==> src/rtl/modified_peres_unit.sv <==
// Registered bit-parallel array of modified Peres gates (C tied to 0): P = A, Q = A ^ B, R = A & B.
// Define MODIFIED_PERES_PIPE2_EN to add a second output register stage (2-cycle latency).
module modified_peres_unit #(
  parameter int unsigned WIDTH = 32
) (
  input  logic             clk,
  input  logic             rst_n,
  input  logic [WIDTH-1:0] A,
  input  logic [WIDTH-1:0] B,
  output logic [WIDTH-1:0] P,
  output logic [WIDTH-1:0] Q,
  output logic [WIDTH-1:0] R
);

  logic [WIDTH-1:0] p_d, q_d, r_d;
  logic [WIDTH-1:0] p_q, q_q, r_q;

  // Q/R form a per-bit half adder; P carries A so the gate stays reversible.
  always_comb begin
    p_d = A;
    q_d = A ^ B;
    r_d = A & B;
  end

  always_ff @(posedge clk or negedge rst_n) begin
    if (!rst_n) begin
      p_q <= '0;
      q_q <= '0;
      r_q <= '0;
    end else begin
      p_q <= p_d;
      q_q <= q_d;
      r_q <= r_d;
    end
  end

`ifdef MODIFIED_PERES_PIPE2_EN
  logic [WIDTH-1:0] p2_q, q2_q, r2_q;

  always_ff @(posedge clk or negedge rst_n) begin
    if (!rst_n) begin
      p2_q <= '0;
      q2_q <= '0;
      r2_q <= '0;
    end else begin
      p2_q <= p_q;
      q2_q <= q_q;
      r2_q <= r_q;
    end
  end

  assign P = p2_q;
  assign Q = q2_q;
  assign R = r2_q;
`else
  assign P = p_q;
  assign Q = q_q;
  assign R = r_q;
`endif

endmodule

==> config.mk <==
export PLATFORM = sky130hd
export DESIGN_NAME = modified_peres_unit
export DESIGN_NICKNAME = d
export VERILOG_FILES = /design/src/rtl/modified_peres_unit.sv
export SDC_FILE = /design/constraint.sdc
export NUM_CORES = 1
export LEC_CHECK = 0
export BUFFER_PORTS_ARGS = -buffer_cell sky130_fd_sc_hd__buf_2
export CAP_MARGIN = 20
export CORE_UTILIZATION = 35
export CTS_CLUSTER_DIAMETER = 30
export DETAILED_ROUTE_END_ITERATION = 10
export PLACE_DENSITY = 0.71
export SYNTH_ARGS = -nofsm -noshare
export SYNTH_HDL_FRONTEND = slang
export SYNTH_SLANG_ARGS = --single-unit
==> constraint.sdc <==
create_clock -name clk -period 0.8 [get_ports clk]
set_clock_uncertainty 0.15 [all_clocks]
set_input_delay 0.04 -clock clk [delete_from_list [all_inputs] [get_ports clk]]
set_output_delay 0.04 -clock clk [all_outputs]
set_load 0.01 [all_outputs]
==> impl_metrics.toml, run 1 <==
[status]
result_of_the_run = "complete, but fails checks"
failed_checks = "negative hold slack, negative setup slack"

[drt]
vias_after_detailed_routing = 1811
detail_route.vias_per_cell = 4.07
detail_route.iter0.violations = 21
wl_um = 6080
dr.pass1.iters = 4
wl_per_cell_um = 13.7
final_antenna_net_count = 0
drt_drc_violations_left = 0

[hold_path]
worstHoldStart = "B[25]"
worst_hold_path_type = "primary input to flip-flop"
min_path_cells = 2
worstHoldEndpoint = "Q[25]"

[global_route]
grt_util_met1 = 0.170
pin_count_of_the_biggest_net_entering_global_routing = 34
grt_use_total = 0.156
grt_pass1_wl_um = 9690
grt_util_met2 = 0.277
grt_pass1_vias = 2001
antenna_found_initial = 0
overflow = 0
global_route.usage.met3 = 0.0452
grt_busiest_layer = "met2"

[pwr]
post-layout-total-power_mw = 9.30
ir_drop_mv = 0.775
power.static_leakage_nw = 2.36
cellPowerDensity_nw_per_um2 = 2100

[sta]
hold_viol = 71
post-route-period-util = 1.33
max_clock_freq_ghz = 0.938
worst_slack_ns = -0.266
max_slew.worst_pin.slew_ns = 0.199
timing.max_slew.rel_slack = 0.867
fin_crit_ns = 1.07
rsz0062_at_grt = "yes"
finalSetupViolCount = 154
smallest_hold_slack_ns = -0.260
timing.final.max_slew_violations = 0

[floorplan]
die_y_um = 91.5
floorplan_core_area_um2 = 7730
dieWidth_um = 91.5
fp.dieArea_um2 = 8370
num_rows = 32
io-pin-count = 162
initial_utilization = 0.363

[clock_network]
worst_setup_hold_path_clk_slew_ns = 0.10
tritoncts = "done"
cts_max_level = 3
cts.sink_count = 96
cts_root_buffer = "sky130_fd_sc_hd__clkbuf_8"
ctsLongestPathBuffers = 2
cts_inserted_buffers = 9

[critical_path]
arrival_ns = 0.88
start_kind = "flip-flop"
critical_path.endpoint_type = "primary output"
worstPathRequired_ns = 0.61
worst_path_largest_cell_delay_ns = 0.38
critical_path.cell_chain = "buf_2"
cell_type_group_with_the_largest_total_delay_on_the_critical_path = "flip-flops"
criticalPathCategory = "flip-flop to primary output"
crit_slowest_cell = "sky130_fd_sc_hd__dfrtp_1"
worst-path-buf-inv = 1
critical_path.max_fanout = 1

[final_layout]
nFillCells = 610
most_frequent_standard_cell_in_the_layout_excluding_fill_and_tap_cells = "sky130_fd_sc_hd__buf_2"
area_taken_by_multi_input_logic_gates_um2 = 400
flow.area_growth_from_synthesis_pct = 58.1
antenna-diode-count = 0
fin_util = 0.573
stdcell_count = 445
mostFrequentLayoutCells = "sky130_fd_sc_hd__buf_2 (141), sky130_fd_sc_hd__dfrtp_1 (96), sky130_fd_sc_hd__dlygate4sd3_1 (33)"
final_net_count = 436
layout-drive-gt1-share = 0.528
register_area_um2 = 2400

[placement]
hpwl_um = 4300
port_buffers = 161
placed_cells = 396
dp_slack_ns = 0.0776
finalWeightedCongestion = 0.738

[job]
cap_viol_max_count = 0

[synthesis]
count_of_distinct_cell_types_in_the_synthesized_netlist = 2
syn-mean-instance-area_um2 = 21.9
syn_nets = 226
post-synth-top-area-cell = "sky130_fd_sc_hd__dfrtp_1"
synth_seq_area_share = 0.857
number_of_synthesized_register_bits = 96
netlist.area_leader.share = 0.857
synth.cell_area_um2 = 2800
synth.area.top_cells = "sky130_fd_sc_hd__dfrtp_1 (86%), sky130_fd_sc_hd__ha_1 (14%)"
gate_count_post_synth = 128
yosys_warning_total = 0
-- cells by family after synthesis --
family,after synthesis,synth area share
DFF,96,0.857
adders and majority gates,32,0.143
-- metal layers --
metal | routed length [um] | up-vias
li1 | - | 841
met1 | 2320 | 863
met2 | 3220 | 97
met3 | 431 | 10
met4 | 111 | 0
met5 | 0 | -
-- power by group --
| part | switching (mW) | internal (mW) |
|---|---|---|
| Combinational | 0.559 | 0.606 |
| Clock | 1.70 | 1.17 |
| Sequential | 0.0955 | 5.17 |
-- layout make-up --
class / count / share of cell area
clock buffers: 10 / 0.0288
clock inverters: 6 / 0.0119
multi-input cells: 32 / 0.0904
flip-flops and latches: 96 / 0.542
well taps: 102 / 0.0288
repair buffers: 199 / 0.298
-- metrics by stage --
stage                     hold slack, ns  cell area, um2  TNS (ns)
final                             -0.260            4430    -27.40
after global routing              -0.284            4430    -31.90
after CTS                         -0.277            4340    -28.75
after detailed placement          -0.248            3800         0
after global placement            -0.244            3800         0
after floorplan                   -0.406            2800         0
-- repair_timing --
item,in CTS,in global routing
endpoints found under the setup margin,96,156
endpoints found under the hold margin,192,103
hold buffers,33,32
buffers inserted,0,0
pin swaps,0,1
gates resized for setup,4,15
-- Yosys cell counts --
| library cell | number |
|---|---|
| sky130_fd_sc_hd__dfrtp_1 | 96 |
| sky130_fd_sc_hd__ha_1 | 32 |
-- worst max path at each step --
stage	start	endpoint	slack (ns)	depth (start not counted)
3_3_place_gp	A[8]	Q[8]	0.08	2
4_1_cts	Q[11]	Q[11]	-0.29	1
3_5_place_dp	A[2]	Q[2]	0.08	2
2_1_floorplan	A[0]	Q[0]	0.23	1
6_report	Q[1]	Q[1]	-0.27	1
5_1_grt	P[6]	P[6]	-0.32	1
-- sequential cells by signal, summed over array words and instances, names as in the netlist --
name  cells
Q        32
P        32
R        32
Note: power is estimated with default switching activity, not from simulation.
==> run 2: changes to the inputs <==
--- a/config.mk
+++ b/config.mk
@@ -9,5 +9,5 @@
 export CAP_MARGIN = 20
 export CORE_UTILIZATION = 35
-export CTS_CLUSTER_DIAMETER = 30
+export CTS_CLUSTER_DIAMETER = 50
 export DETAILED_ROUTE_END_ITERATION = 10
 export PLACE_DENSITY = 0.71
--- a/constraint.sdc
+++ b/constraint.sdc
@@ -3,3 +3,3 @@
 set_input_delay 0.04 -clock clk [delete_from_list [all_inputs] [get_ports clk]]
 set_output_delay 0.04 -clock clk [all_outputs]
-set_load 0.01 [all_outputs]
+set_load 0.005 [all_outputs]
==> impl_metrics.toml, run 2 (synthesis gave the netlist of run 1 again) <==
[status]
result_of_the_run = "complete, but fails checks"
failed_checks = "negative hold slack, negative setup slack"

[floorplan]
initial_utilization = 0.363
num_rows = 32
io-pin-count = 162
floorplan_core_area_um2 = 7730
fp.dieArea_um2 = 8370
dieWidth_um = 91.5
die_y_um = 91.5

[drt]
wl_um = 5860
detail_route.vias_per_cell = 4.11
met2_wirelength_um = 3070
dr.pass1.iters = 4
detail_route.iter0.violations = 41
final_antenna_net_count = 0
detail_route.wirelength.met1_um = 2230
top_signal_layer_used = "met4"
drt_drc_violations_left = 0
vias_after_detailed_routing = 1824
wl_per_cell_um = 13.2
routed-wl-met3_um = 464

[final_layout]
most_frequent_standard_cell_in_the_layout_excluding_fill_and_tap_cells = "sky130_fd_sc_hd__buf_2"
finalInstanceArea_um2 = 4360
mostFrequentLayoutCells = "sky130_fd_sc_hd__buf_2 (160), sky130_fd_sc_hd__dfrtp_1 (96), sky130_fd_sc_hd__dlygate4sd3_1 (33)"
final_net_count = 436
nFillCells = 625
fin_util = 0.564
flow.area_growth_from_synthesis_pct = 55.5
layout-drive-gt1-share = 0.529
register_area_um2 = 2400
area_taken_by_multi_input_logic_gates_um2 = 400
antenna-diode-count = 0

[clock_network]
cts_inserted_buffers = 9
cts_max_level = 3
cts_root_buffer = "sky130_fd_sc_hd__clkbuf_8"
tritoncts = "done"
worst_setup_hold_path_clk_slew_ns = 0.09
ctsLongestPathBuffers = 2
cts.sink_count = 96

[global_route]
grt_pass1_vias = 1881
overflow = 0
antenna_found_initial = 0
grt_pass1_wl_um = 9290
pin_count_of_the_biggest_net_entering_global_routing = 30
grt_use_total = 0.152

[job]
cap_viol_max_count = 0

[critical_path]
criticalPathCategory = "flip-flop to primary output"
critical_path.max_fanout = 1
crit_path_start = "P[1]"
worstPathRequired_ns = 0.61
cell_type_group_with_the_largest_total_delay_on_the_critical_path = "flip-flops"
critical_path.endpoint_type = "primary output"
arrival_ns = 0.86
worst_path_largest_cell_delay_ns = 0.38
worst-path-buf-inv = 1
crit_slowest_cell = "sky130_fd_sc_hd__dfrtp_1"
start_kind = "flip-flop"
critical_path.cell_chain = "buf_2"

[sta]
setup_total_negative_slack_ns = -25.78
timing.max_slew.rel_slack = 0.840
smallest_hold_slack_ns = -0.251
max_clock_freq_ghz = 0.953
timing.final.max_slew_violations = 0
hold_viol = 74
finalSetupViolCount = 155
max_slew.worst_pin.slew_ns = 0.240
post-route-period-util = 1.31
fin_crit_ns = 1.05
worst_slack_ns = -0.250
rsz0062_at_grt = "yes"

[hold_path]
worstHoldStart = "B[11]"
worst_hold_path_type = "primary input to flip-flop"
min_path_cells = 2
worstHoldEndpoint = "Q[11]"

[placement]
hpwl_um = 4220
dp_slack_ns = 0.0716
port_buffers = 161
finalWeightedCongestion = 0.717
postPlaceCellArea_um2 = 3810

[pwr]
ir_drop_mv = 0.773
cellPowerDensity_nw_per_um2 = 2190
power.static_leakage_nw = 2.35
==> run 2: how the worst max path moves through the flow <==
stage | slack (ns) | cells after the start | end
after floorplan | 0.23 | 1 | Q[0]
after global placement | 0.08 | 2 | Q[9]
after detailed placement | 0.07 | 2 | Q[6]
after CTS | -0.27 | 1 | Q[19]
after global routing | -0.31 | 1 | Q[19]
final | -0.25 | 1 | P[1]
==> run 2: area by class of cell <==
cell class                      count  share of cell area
Sequential cell                    96               0.551
Timing Repair Buffer              199               0.278
Multi-Input combinational cell     32              0.0919
Tap cell                          102              0.0293
Clock buffer                        9              0.0284
Clock inverter                      6              0.0207
==> run 2: repair_timing <==
| action | CTS | global route |
|---|---|---|
| pin swaps | 0 | 4 |
| gates resized for setup | 0 | 0 |
| endpoints found under the setup margin | 96 | 150 |
| setup buffers | 0 | 0 |
| hold buffers | 33 | 32 |
| hold endpoints to repair | 192 | 106 |
| cloned | 0 | 0 |
==> run 2: metrics by stage <==
step	power [mW]	hold WS [ns]	instances
global placement	6.16	-0.223	396
finish	9.56	-0.251	444
global route	10.1	-0.283	444
detailed placement	6.20	-0.221	396
floorplan	5.49	-0.406	128
CTS	9.70	-0.271	444
==> run 2: where the power goes <==
group          leakage (nW)  internal [mW]  switching, mW  total [mW]
combinational          1.09          0.532          0.431       0.963
sequential             1.16           5.17         0.0780        5.25
clock                 0.106           1.76           1.59        3.35
==> run 2: layer usage <==
metal  vias to the layer above  global-route usage
met5                         -                   0
met2                        96               0.253
met4                         0              0.0569
li1                        841                   -
met1                       880               0.175
met3                         7              0.0620
